File: config.mk
export PLATFORM = sky130hd
export DESIGN_NAME = axis_uart_rx
export DESIGN_NICKNAME = d
export VERILOG_FILES = /design/src/rtl/axis_uart_rx.sv
export SDC_FILE = /design/constraint.sdc
export NUM_CORES = 1
export LEC_CHECK = 0
export CAP_MARGIN = 15
export CORE_ASPECT_RATIO = 1.1
export CORE_MARGIN = 5
export CORE_UTILIZATION = 42
export CTS_BUF_LIST = sky130_fd_sc_hd__clkbuf_16
export DETAILED_ROUTE_END_ITERATION = 10
export PLACE_DENSITY = 0.64
export SLEW_MARGIN = 5
export SYNTH_ARGS = -nofsm -noshare
export SYNTH_HDL_FRONTEND = slang
export SYNTH_SLANG_ARGS = --single-unit
File: constraint.sdc
create_clock -name aclk -period 2.6 [get_ports aclk]
set_clock_uncertainty 0.1 [all_clocks]
set_input_delay 0.65 -clock aclk [delete_from_list [all_inputs] [get_ports aclk]]
set_output_delay 0.65 -clock aclk [all_outputs]
set_load 0.02 [all_outputs]
File: src/rtl/axis_uart_rx.sv
// -----------------------------------------------------------------------------
// axis_uart_rx
//   UART 8N1 receiver producing single-byte AXI4-Stream beats. This is the
//   receive half of the AxisUart pair; axis_uart_tx is the transmit half.
//   The serial line passes through a 2-flop synchronizer. Each bit is sampled
//   at mid-bit, using a down-counting tic counter. The receiver validates the
//   start bit and checks the stop bit for framing errors.
//
// Parameters
//   ACLK_FREQUENCY  aclk frequency in Hz
//   BAUD_RATE       line baud rate used for synthesis builds
//   BAUD_RATE_SIM   baud rate used for simulation builds
//   TICS_PER_BEAT = ACLK_FREQUENCY / baud (integer division). It must be >= 4.
//
// Ports
//   aclk           clock
//   aresetn        asynchronous active-low reset
//   uart_rxd       serial input, idle high, asynchronous to aclk
//   rxbyte_tvalid  received byte valid
//   rxbyte_tready  downstream ready
//   rxbyte_tdata   received byte
//   rxbyte_tkeep   byte enable, tied to 1
//
// Optional feature: define AXIS_UART_RX_MAJORITY_EN to take each bit as the
//   2-of-3 majority of rxd_s at tic_cnt == 2, 1 and 0. Otherwise the receiver
//   takes a single sample at tic_cnt == 0. Frame timing is identical in both
//   builds.
//
// Handshake: a beat transfers on a cycle where tvalid && tready.
//   tvalid and tdata hold steady until that handshake happens.
//   A byte that completes while a beat is still waiting (tvalid && !tready)
//   is dropped, and the waiting beat is left untouched.
//   A byte that completes in the same cycle as a handshake replaces the
//   accepted beat, and tvalid stays high.
// -----------------------------------------------------------------------------
module axis_uart_rx #(
  parameter int ACLK_FREQUENCY = 200000000,
  parameter int BAUD_RATE      = 9600,
  parameter int BAUD_RATE_SIM  = 50000000
) (
  input  logic       aclk,
  input  logic       aresetn,
  input  logic       uart_rxd,
  output logic       rxbyte_tvalid,
  input  logic       rxbyte_tready,
  output logic [7:0] rxbyte_tdata,
  output logic       rxbyte_tkeep
);

`ifdef SYNTHESIS
  localparam bit SYNTH_BUILD = 1'b1;
`else
  localparam bit SYNTH_BUILD = 1'b0;
`endif
  localparam int USED_BAUD     = SYNTH_BUILD ? BAUD_RATE : BAUD_RATE_SIM;
  localparam int TICS_PER_BEAT = ACLK_FREQUENCY / USED_BAUD;
  localparam int TW            = $clog2(TICS_PER_BEAT);
  localparam logic [TW-1:0] TIC_FULL = TW'(TICS_PER_BEAT - 1);
  localparam logic [TW-1:0] TIC_HALF = TW'(TICS_PER_BEAT / 2 - 1);

  typedef enum logic [2:0] {
    IDLE      = 3'd0,
    START     = 3'd1,
    DATA      = 3'd2,
    STOP      = 3'd3,
    WAIT_HIGH = 3'd4
  } state_t;

  state_t        state, state_nxt;
  logic          rxd_meta, rxd_s;
  logic [TW-1:0] tic_cnt, tic_nxt;
  logic [2:0]    bit_cnt, bit_nxt;
  logic [7:0]    shift, shift_nxt;
  logic          deliver;
  logic          bit_val;
  logic          tic_zero;

  // Reset to 1 (idle line) so that reset release never looks like a start edge.
  always_ff @(posedge aclk or negedge aresetn) begin
    if (!aresetn) begin
      rxd_meta <= 1'b1;
      rxd_s    <= 1'b1;
    end else begin
      rxd_meta <= uart_rxd;
      rxd_s    <= rxd_meta;
    end
  end

`ifdef AXIS_UART_RX_MAJORITY_EN
  // tic_cnt steps down by one every cycle inside a bit. A two-deep history
  // therefore holds the rxd_s values from tic_cnt == 2 and tic_cnt == 1.
  logic [1:0] hist;
  always_ff @(posedge aclk or negedge aresetn) begin
    if (!aresetn) hist <= 2'b11;
    else          hist <= {hist[0], rxd_s};
  end
  assign bit_val = (hist[1] & hist[0]) | (hist[1] & rxd_s) | (hist[0] & rxd_s);
`else
  assign bit_val = rxd_s;
`endif

  assign tic_zero = (tic_cnt == '0);

  always_ff @(posedge aclk or negedge aresetn) begin
    if (!aresetn) begin
      state   <= IDLE;
      tic_cnt <= '0;
      bit_cnt <= 3'd0;
      shift   <= 8'h00;
    end else begin
      state   <= state_nxt;
      tic_cnt <= tic_nxt;
      bit_cnt <= bit_nxt;
      shift   <= shift_nxt;
    end
  end

  always_comb begin
    state_nxt = state;
    tic_nxt   = tic_cnt;
    bit_nxt   = bit_cnt;
    shift_nxt = shift;
    deliver   = 1'b0;
    case (state)
      IDLE: begin
        if (!rxd_s) begin
          tic_nxt   = TIC_HALF;
          state_nxt = START;
        end
      end
      START: begin
        if (tic_zero) begin
          if (!bit_val) begin
            tic_nxt   = TIC_FULL;
            bit_nxt   = 3'd7;
            state_nxt = DATA;
          end else begin
            state_nxt = IDLE;   // too short to be a start bit
          end
        end else begin
          tic_nxt = tic_cnt - TW'(1);
        end
      end
      DATA: begin
        if (tic_zero) begin
          shift_nxt = {bit_val, shift[7:1]};
          tic_nxt   = TIC_FULL;
          if (bit_cnt == 3'd0) state_nxt = STOP;
          else                 bit_nxt   = bit_cnt - 3'd1;
        end else begin
          tic_nxt = tic_cnt - TW'(1);
        end
      end
      STOP: begin
        if (tic_zero) begin
          if (bit_val) begin
            deliver   = 1'b1;
            state_nxt = IDLE;
          end else begin
            state_nxt = WAIT_HIGH;  // framing error: byte discarded
          end
        end else begin
          tic_nxt = tic_cnt - TW'(1);
        end
      end
      WAIT_HIGH: begin
        // A break holds the line low. Re-arm only after the line returns high.
        if (rxd_s) state_nxt = IDLE;
      end
      default: state_nxt = IDLE;
    endcase
  end

  always_ff @(posedge aclk or negedge aresetn) begin
    if (!aresetn) begin
      rxbyte_tvalid <= 1'b0;
      rxbyte_tdata  <= 8'h00;
    end else if (deliver && (!rxbyte_tvalid || rxbyte_tready)) begin
      rxbyte_tvalid <= 1'b1;
      rxbyte_tdata  <= shift;
    end else if (rxbyte_tvalid && rxbyte_tready) begin
      rxbyte_tvalid <= 1'b0;
    end
  end

  assign rxbyte_tkeep = 1'b1;

endmodule

After elaboration in Yosys (flattened, before gate mapping)
Index checks and enable logic that the tools add are counted.

storage, ports and cells
  bits in registers = 40
  bits of input ports = 4
  output and inout port bits = 10

cells by class
  $add $sub $neg = 2
  eq/ne operators = 14
  mux-type cells = 25
  reduce and logical (&&, ||, !) cells = 14

operators by type and width
  cell                     number
  $mux W15                 5
  $pmux W15 S4             1
  $mux W3                  11
  $ne A2 B2 Y1 const B     9
  $logic_not A15 Y1        1
  $pmux W3 S5              1
  $sub A15 B1 Y15 const B  1
  $eq A3 B2 Y1 const B     2
  $logic_not A3 Y1         2
  $pmux W3 S2              1
  $reduce_and A6 Y1        1
  $mux W1                  5
  $reduce_and A5 Y1        1
  $reduce_and A4 Y1        1
  $reduce_bool A2 Y1       2
  $reduce_bool A4 Y1       1
  $eq A3 B1 Y1 const B     1
  $eq A3 B3 Y1 const B     1
  $ne A3 B3 Y1 const B     1
  $sub A3 B1 Y3 const B    1
  $logic_and A1 B1 Y1      2
  $mux W2                  1
  $reduce_and A2 Y1        1
  $logic_not A1 Y1         1
  $logic_or A1 B1 Y1       1

Depth between registers and ports, before layout
Gate-level depths: netlist of run 1.

  depth in word-level cells = 5
  mapped depth = 9

Worst setup path before layout of run 1
OpenSTA, ideal clock, no wires.

  path type = flip-flop to flip-flop
  from = register tic_cnt[0]
  to = register rxbyte_tdata[0]
  library setup time = 125 ps
  arrival = 1998 ps
  data required time = 2375 ps
  path slack = 378 ps
  stages on the path, launching flop included = 9
  cell sequence = dfrtp_1 inv_1 ha_1 nor4b_4 and4_2 buf_6 nand3_4 a21oi_4 mux2_2

on the way
  word-level cells in the longest chain between the ends = 4

RTL lines
  what                    line  source
  from (decl)             71    logic [TW-1:0] tic_cnt, tic_nxt;
  from (signal assigned)  112   tic_cnt <= tic_nxt;
  $logic_not A15 Y1       102   assign tic_zero = (tic_cnt == '0);
  $mux W1                 155   if (tic_zero) begin
  $mux W1                 124   case (state)
  $logic_and A1 B1 Y1     178   end else if (deliver && (!rxbyte_tvalid || rxbyte_tready)) begin
  to (signal assigned)    180   rxbyte_tdata <= shift;
  to (decl)               46    output logic [7:0] rxbyte_tdata,

No other way between the ends.
A chain may end at the register's enable or synchronous reset.

Worst setup path after layout of run 1
  from = register tic_cnt[0]
  to = register shift[7]

on the way
  word-level cells in the longest chain between the ends = 2

RTL lines
  what                                line  source
  $logic_not A15 Y1                   102
  $reduce_and A2 Y1 (no source line)  --
  to (signal assigned)                114   shift <= shift_nxt;
  to (decl)                           73    logic [7:0] shift, shift_nxt;

No other way between the ends.

==> impl_results.md, run 1 <==
* Final worst-path cycle share at 0.932
* Met2 Routed Length at approximately 1900 µm
* Synth async-reset ratio at 1.00
* XOR/XNOR Fraction of Synth Area at 0
* WHS at around 0.26 ns
* Leak pwr at 1.06 nW
* Post-route setup slack at around 0.18 ns
* Max Cap Viol at 0
* Syn Area/Cell at between 10 and 15 µm²
* CTS-repair resized insts at 0
* Area leader, netlist: dfrtp_1
* Fraction of synthesized area in multiplexers at 0.105
* Unrepaired setup endpoints after global routing: no
* Vias at around 1500
* Residual DRC count at 0
* VDD IR max at 0.302 mV
* Die height at 82.4 µm
* CTS sink count at 40
* CP Class: register to register
* Area share of fa/ha/maj cells after synthesis at 0.0188
* # setup viols final at 0
* # hold bufs at CTS at 0
* Tmin final at roughly 2.4 ns
* Root Driver: clkbuf_16
* Final wirelength at 3810 µm
* # port buffers at 12
* Share of cells above drive strength 1 at 0.201
* CP Capture Type: register
* Post-Synth Simple-Gate Area at 0.148
* Tightest Pin Transition at a little under 0.9 ns
* Nets at between 200 and 250
* CTS tree: yes
* Filler instances at ~410
* Antenna-violating nets left at 0
* Top-area cell type share of the netlist area at 0.476
* Starting Density at 0.433
* Clock Path Buffers at 2
* H-tree levels at 2
* Final Max Tran Viols at 0
* Startpoint types: register
* Power per Cell Area at approximately 580 mW/mm²
* Worst skew pair latency at 0.28 ns
* Slew Limit Headroom at 0.420
* Hold depth at 0
* Vias per Instance at between 5 and 6
* Core Area at approximately 0.0046 mm²
* Max frequency at between 400 and 500 MHz
* Worst-path clk slew at roughly 0.060 ns
* Die ar. at about 0.0062 mm²
* Vias in the first global route at between 1000 and 1500
* Setup_tns at 0 ns
* Hold Path Class: register to register
* RePlAce Congestion at about 0.9
* Register area at between 0.001 and 0.0015 mm²
* Dpl hpwl at roughly 2800 µm
* Post-Synthesis Cells at between 150 and 200
* Met3 WL at approximately 220 µm
* GR Overflow Total at 0
* #FFs+latches synth at 40
* Syn-to-layout area delta at 16.5%
* DRT Pass-1 Iters at 4
* Largest family of logic cells by synthesized area: compound AO/OA/AOI/OAI gates
* CP required at roughly 2.7 ns
* Net count after synthesis at 190
* Main flop type after synthesis: dfrtp_1
* Pin count of the biggest net entering global routing at just over 40
* Top sig layer: met4
* Post-DR wirelength/cell at between 10 and 15 µm
* Post-synth EDFFs at 0
* Critical Path Fanout Max at 9
* Multi-input logic area at approximately 900 µm²
* Sequential area share after synthesis at 0.502
* Synth Area in Compound Gates at 0.178
* Arrival time worst endpoint at ~2.5 ns
* Pre-CTS setup slack at between 0.1 and 0.15 ns
* M1 wire length at between 1500 and 2000 µm
* First-pass GRT wire length at 6500 µm
* Synth unique cells at 44
* Syn. warnings at 0
* # IOs at 14
* CTS buffer count at 5
* Endpoints failing hold at 0
* # diodes at 0
* Drt first-iter violations at 73
* Post-Syn Area at ~0.0020 mm²
* Initial antenna violation count at 0
* # rows at 26
* Status: finished clean
* Worst reg2reg path depth at 6
* Ranking of synthesized cells by area: dfrtp_1 48%, mux2_4 6.0%, mux2_2 4.5%, a21oi_1 3.8%, o21ai_0 3.3%
* # Post-CTS Setup Buffers at 0
* Overall routing resource usage at 0.136
* Die Width at approximately 76 µm
critical path, cell delays in order (launching register included):
cell     delay (ns)
dfrtp_1        0.37
inv_1          0.13
ha_1           0.27
nor4b_4        0.33
nand4_2        0.13
or3_1          0.60
mux2_4         0.38
state kept, by name, summed over array words and instances, names as in the netlist:
signal / flops
bit_val: 1
tic_cnt: 15
rxbyte_tvalid: 1
rxbyte_tdata: 8
shift: 8
state: 3
bit_cnt: 3
rxd_meta: 1
area by class of cell:
class	count	area share
clock buffer	5	0.0537
clock inverter	3	0.0204
sequential	40	0.431
timing repair buffer	14	0.0559
inverter	13	0.0210
multi-input combinational	124	0.388
tap	56	0.0301
cell usage after synthesis (3+ instances only):
cell     instances
a21o_1           3
a31oi_1          3
nor4_1           4
mux2_2           8
mux2_4           8
inv_1           13
a21oi_1         15
nand2_1          6
a22oi_1          4
and3_1           3
nor2_1          15
dfrtp_1         38
nand3_1          3
o21ai_0         13
ha_1             3
nor3_1           5
stage by stage:
step           utilization  cell area, µm²  cells  power [mW]
6_report             0.504            2330    255        1.34
5_1_grt              0.504            2330    255        1.39
4_1_cts              0.504            2330    255        1.36
3_5_place_dp         0.466            2150    247       0.660
3_3_place_gp         0.466            2150    247       0.659
2_1_floorplan            -            2000    183       0.644
per-layer routing:
| layer | up-vias | global-route usage |
|---|---|---|
| met2 | 36 | 0.227 |
| met4 | 0 | 0.0402 |
| met1 | 724 | 0.170 |
| met3 | 5 | 0.0400 |
| li1 | 699 | - |
| met5 | - | 0 |
cell families (layout without fill, tap and decap cells):
logic type	after synthesis	count (layout)
AOI/OAI and AO/OA	54	54
adders and majority gates	3	3
buffers and inverters	19	35
DFF	40	40
muxes	16	16
other	1	1
and+or+nand+nor	50	50
worst paths after layout:
path | startpoint | end | slack, ns
max in group asynchronous | aresetn | state[1]$_DFFE_PN0P_ | 1.47
min | rxd_meta$_DFF_PN1_ | bit_val$_DFF_PN1_ | 0.26
min in group asynchronous | aresetn | shift[2]$_DFFE_PN0P_ | 0.39
max reg2reg | tic_cnt[0]$_DFFE_PN0P_ | shift[7]$_DFFE_PN0P_ | 0.18
min reg2reg | rxd_meta$_DFF_PN1_ | bit_val$_DFF_PN1_ | 0.26
max | tic_cnt[0]$_DFFE_PN0P_ | shift[7]$_DFFE_PN0P_ | 0.18
power breakdown:
group	leakage, nW	switching [mW]	internal, mW
Sequential	0.500	0.00177	0.626
Combinational	0.477	0.0157	0.00458
Clock	0.0840	0.239	0.455
Total	1.06	0.256	1.09
cell usage in the layout (no fill, tap or decap), types with 2 or more instances in the layout:
cell              n
mux2_2            8
dfstp_2           2
nand2_1           6
mux2_4            8
o31ai_1           2
ha_1              3
a22oi_1           4
dfrtp_1          38
nor3_1            5
nand4_1           2
a2bb2oi_1         2
nor2_1           15
and3_1            3
buf_4             2
nand3_1           3
clkinv_4          2
a21oi_1          15
a31oi_1           3
a31o_2            2
inv_1            13
clkdlybuf4s50_1  11
o21ai_0          13
or3_1             2
nor4_1            4
or2_2             2
clkbuf_16         5
a21o_1            3
o2bb2ai_1         2
(Power assumes the default switching activity.)
==> inputs of run 2 (changes only) <==
CELL_PAD_IN_SITES_DETAIL_PLACEMENT = 1   (was default)
CELL_PAD_IN_SITES_GLOBAL_PLACEMENT = 1   (was default)
PLACE_DENSITY = 0.76   (was 0.64)
clock period = 2.7 ns   (was 2.6 ns; I/O delays follow)
==> run 2 against run 1 <==
Net effect:
- final area is 1.3% lower
- critical endpoint is now rxbyte_tdata[2]$_DFFE_PN0P_
- worst setup slack worse by 0.0088 ns
- wire length is 24% higher
- highest routed layer unchanged
- worst hold slack better by 0.0031 ns
- clock power is 19% lower
- sequential share of layout area is 0.56 points higher
- register-to-register slack hardly changed
- count of clock-buffer cells in the layout stayed put
==> impl_results.md, run 2 (synthesized netlist as in run 1, its figures left out) <==
* Status: finished clean
* Max frequency at approximately 390 MHz
* # rows at 26
* WHS at 0.259 ns
* Share of cells above drive strength 1 at 0.201
* DRT Pass-1 Iters at 4
* Vias per Instance at 5.88
* Placed insts at around 250
* Most frequent cells in the layout: 38 x dfrtp_1, 15 x nor2_1, 15 x a21oi_1, 13 x inv_1, 13 x o21ai_0
* CP Class: register to register
* Biggest register: tic_cnt
* Commonest non-fill, non-tap cell in the layout: dfrtp_1
* Core Area at approximately 0.0046 mm²
* Residual DRC count at 0
* # setup viols final at 0
* First-pass GRT wire length at 8090 µm
* Die Width at around 76 µm
* Dpl hpwl at between 3000 and 4000 µm
* Largest registers: tic_cnt x15, rxbyte_tdata x8, shift x8
* Setup_tns at 0 ns
* Power per Cell Area at about 520 mW/mm²
* CTS tree: yes
* Overall routing resource usage at 0.178
* CTS buffer count at 5
* # Post-CTS Setup Buffers at 0
* CTS sink count at 40
* Pin count of the biggest net entering global routing at just over 40
* Root Driver: clkbuf_16
* VDD IR max at ~0.28 mV
* Max Cap Viol at 0
* Drt first-iter violations at 70
* GR Overflow Total at 0
* Post-layout util at 0.498
* Tightest Pin Transition at 0.886 ns
* # IOs at 14
* Die ar. at roughly 0.0062 mm²
* Startpoint types: register
* Vias in the first global route at 1655
* Syn-to-layout area delta at 15.0%
* Leak pwr at ~1.0 nW
* Unrepaired setup endpoints after global routing: no
* Endpoints failing hold at 0
* CP Capture Type: register
* Die height at between 80 and 90 µm
* # hold bufs at CTS at 0
* Starting Density at 0.433
* Max FFs per register at 15
* RePlAce Congestion at about 0.87
* Post-DR wirelength/cell at about 19 µm
* Clock Path Buffers at 2
* Antenna-violating nets left at 0
* Slew Limit Headroom at 0.409
* # port buffers at 12
* CTS-repair resized insts at 0
* Worst-path clk slew at 0.06 ns
* Finished Layout Cells at 255
* Worst skew pair latency at ~0.28 ns
* Final Max Tran Viols at 0
* Hold Path Class: register to register
* Initial antenna violation count at 0
* Final worst-path cycle share at 0.938
* Critical Path Fanout Max at 9
* Arrival time worst endpoint at about 2.6 ns
* CP required at between 2 and 3 ns
* # diodes at 0
* Final wirelength at 4730 µm
* Vias at 1500
* Tmin final at 2.53 ns
* H-tree levels at 2
* Nets at between 200 and 250
[run 2: final timing paths]
path                                        start  slack (ns)  depth (start not counted)                     endpoint
min reg2reg                    rxd_meta$_DFF_PN1_        0.26                          0            bit_val$_DFF_PN1_
max reg2reg                tic_cnt[0]$_DFFE_PN0P_        0.17                          7  rxbyte_tdata[2]$_DFFE_PN0P_
min                            rxd_meta$_DFF_PN1_        0.26                          0            bit_val$_DFF_PN1_
min in group asynchronous                 aresetn        0.41                          1    rxbyte_tvalid$_DFFE_PN0P_
max                        tic_cnt[0]$_DFFE_PN0P_        0.17                          7  rxbyte_tdata[2]$_DFFE_PN0P_
max in group asynchronous                 aresetn        1.53                          1         state[0]$_DFFE_PN0P_
[run 2: cell type report]
| cell class | count | area (µm²) |
|---|---|---|
| multi-input combinational | 124 | 902 |
| clock inverter | 3 | 18.8 |
| timing repair buffer | 14 | 130 |
| clock buffer | 5 | 125 |
| inverter | 13 | 48.8 |
| fill | 531 | 2320 |
| sequential | 40 | 1000 |
| tap | 56 | 70.1 |
[run 2: per-stage QoR]
step	cell area, µm²	setup slack [ns]	power (mW)
floorplan	2000	0.478	0.620
global placement	2150	0.282	0.635
detailed placement	2150	0.163	0.636
CTS	2300	0.145	1.21
global route	2300	0.0226	1.25
finish	2300	0.167	1.19
[run 2: layer usage]
layer / GRT usage / vias up / share of wire
met2: 0.324 / 24 / 0.55
met5: 0 / - / 0
met3: 0.0436 / 6 / 0.038
met1: 0.187 / 770 / 0.40
met4: 0.0857 / 0 / 0.012
li1: - / 700 / -
[run 2: power by group]
part	total [mW]	internal [mW]	switching [mW]
clock network	0.564	0.340	0.225
registers	0.604	0.602	0.00179
logic	0.0199	0.00441	0.0155
total	1.19	0.947	0.242
[run 2: worst max-delay path, stage by stage, from the launching register on]
cell and delay, ns:
dfrtp_1 0.37, inv_1 0.14, ha_1 0.29, nor4b_4 0.31
and4_2 0.43, nand3_4 0.12, a21oi_4 0.27, mux2_2 0.39
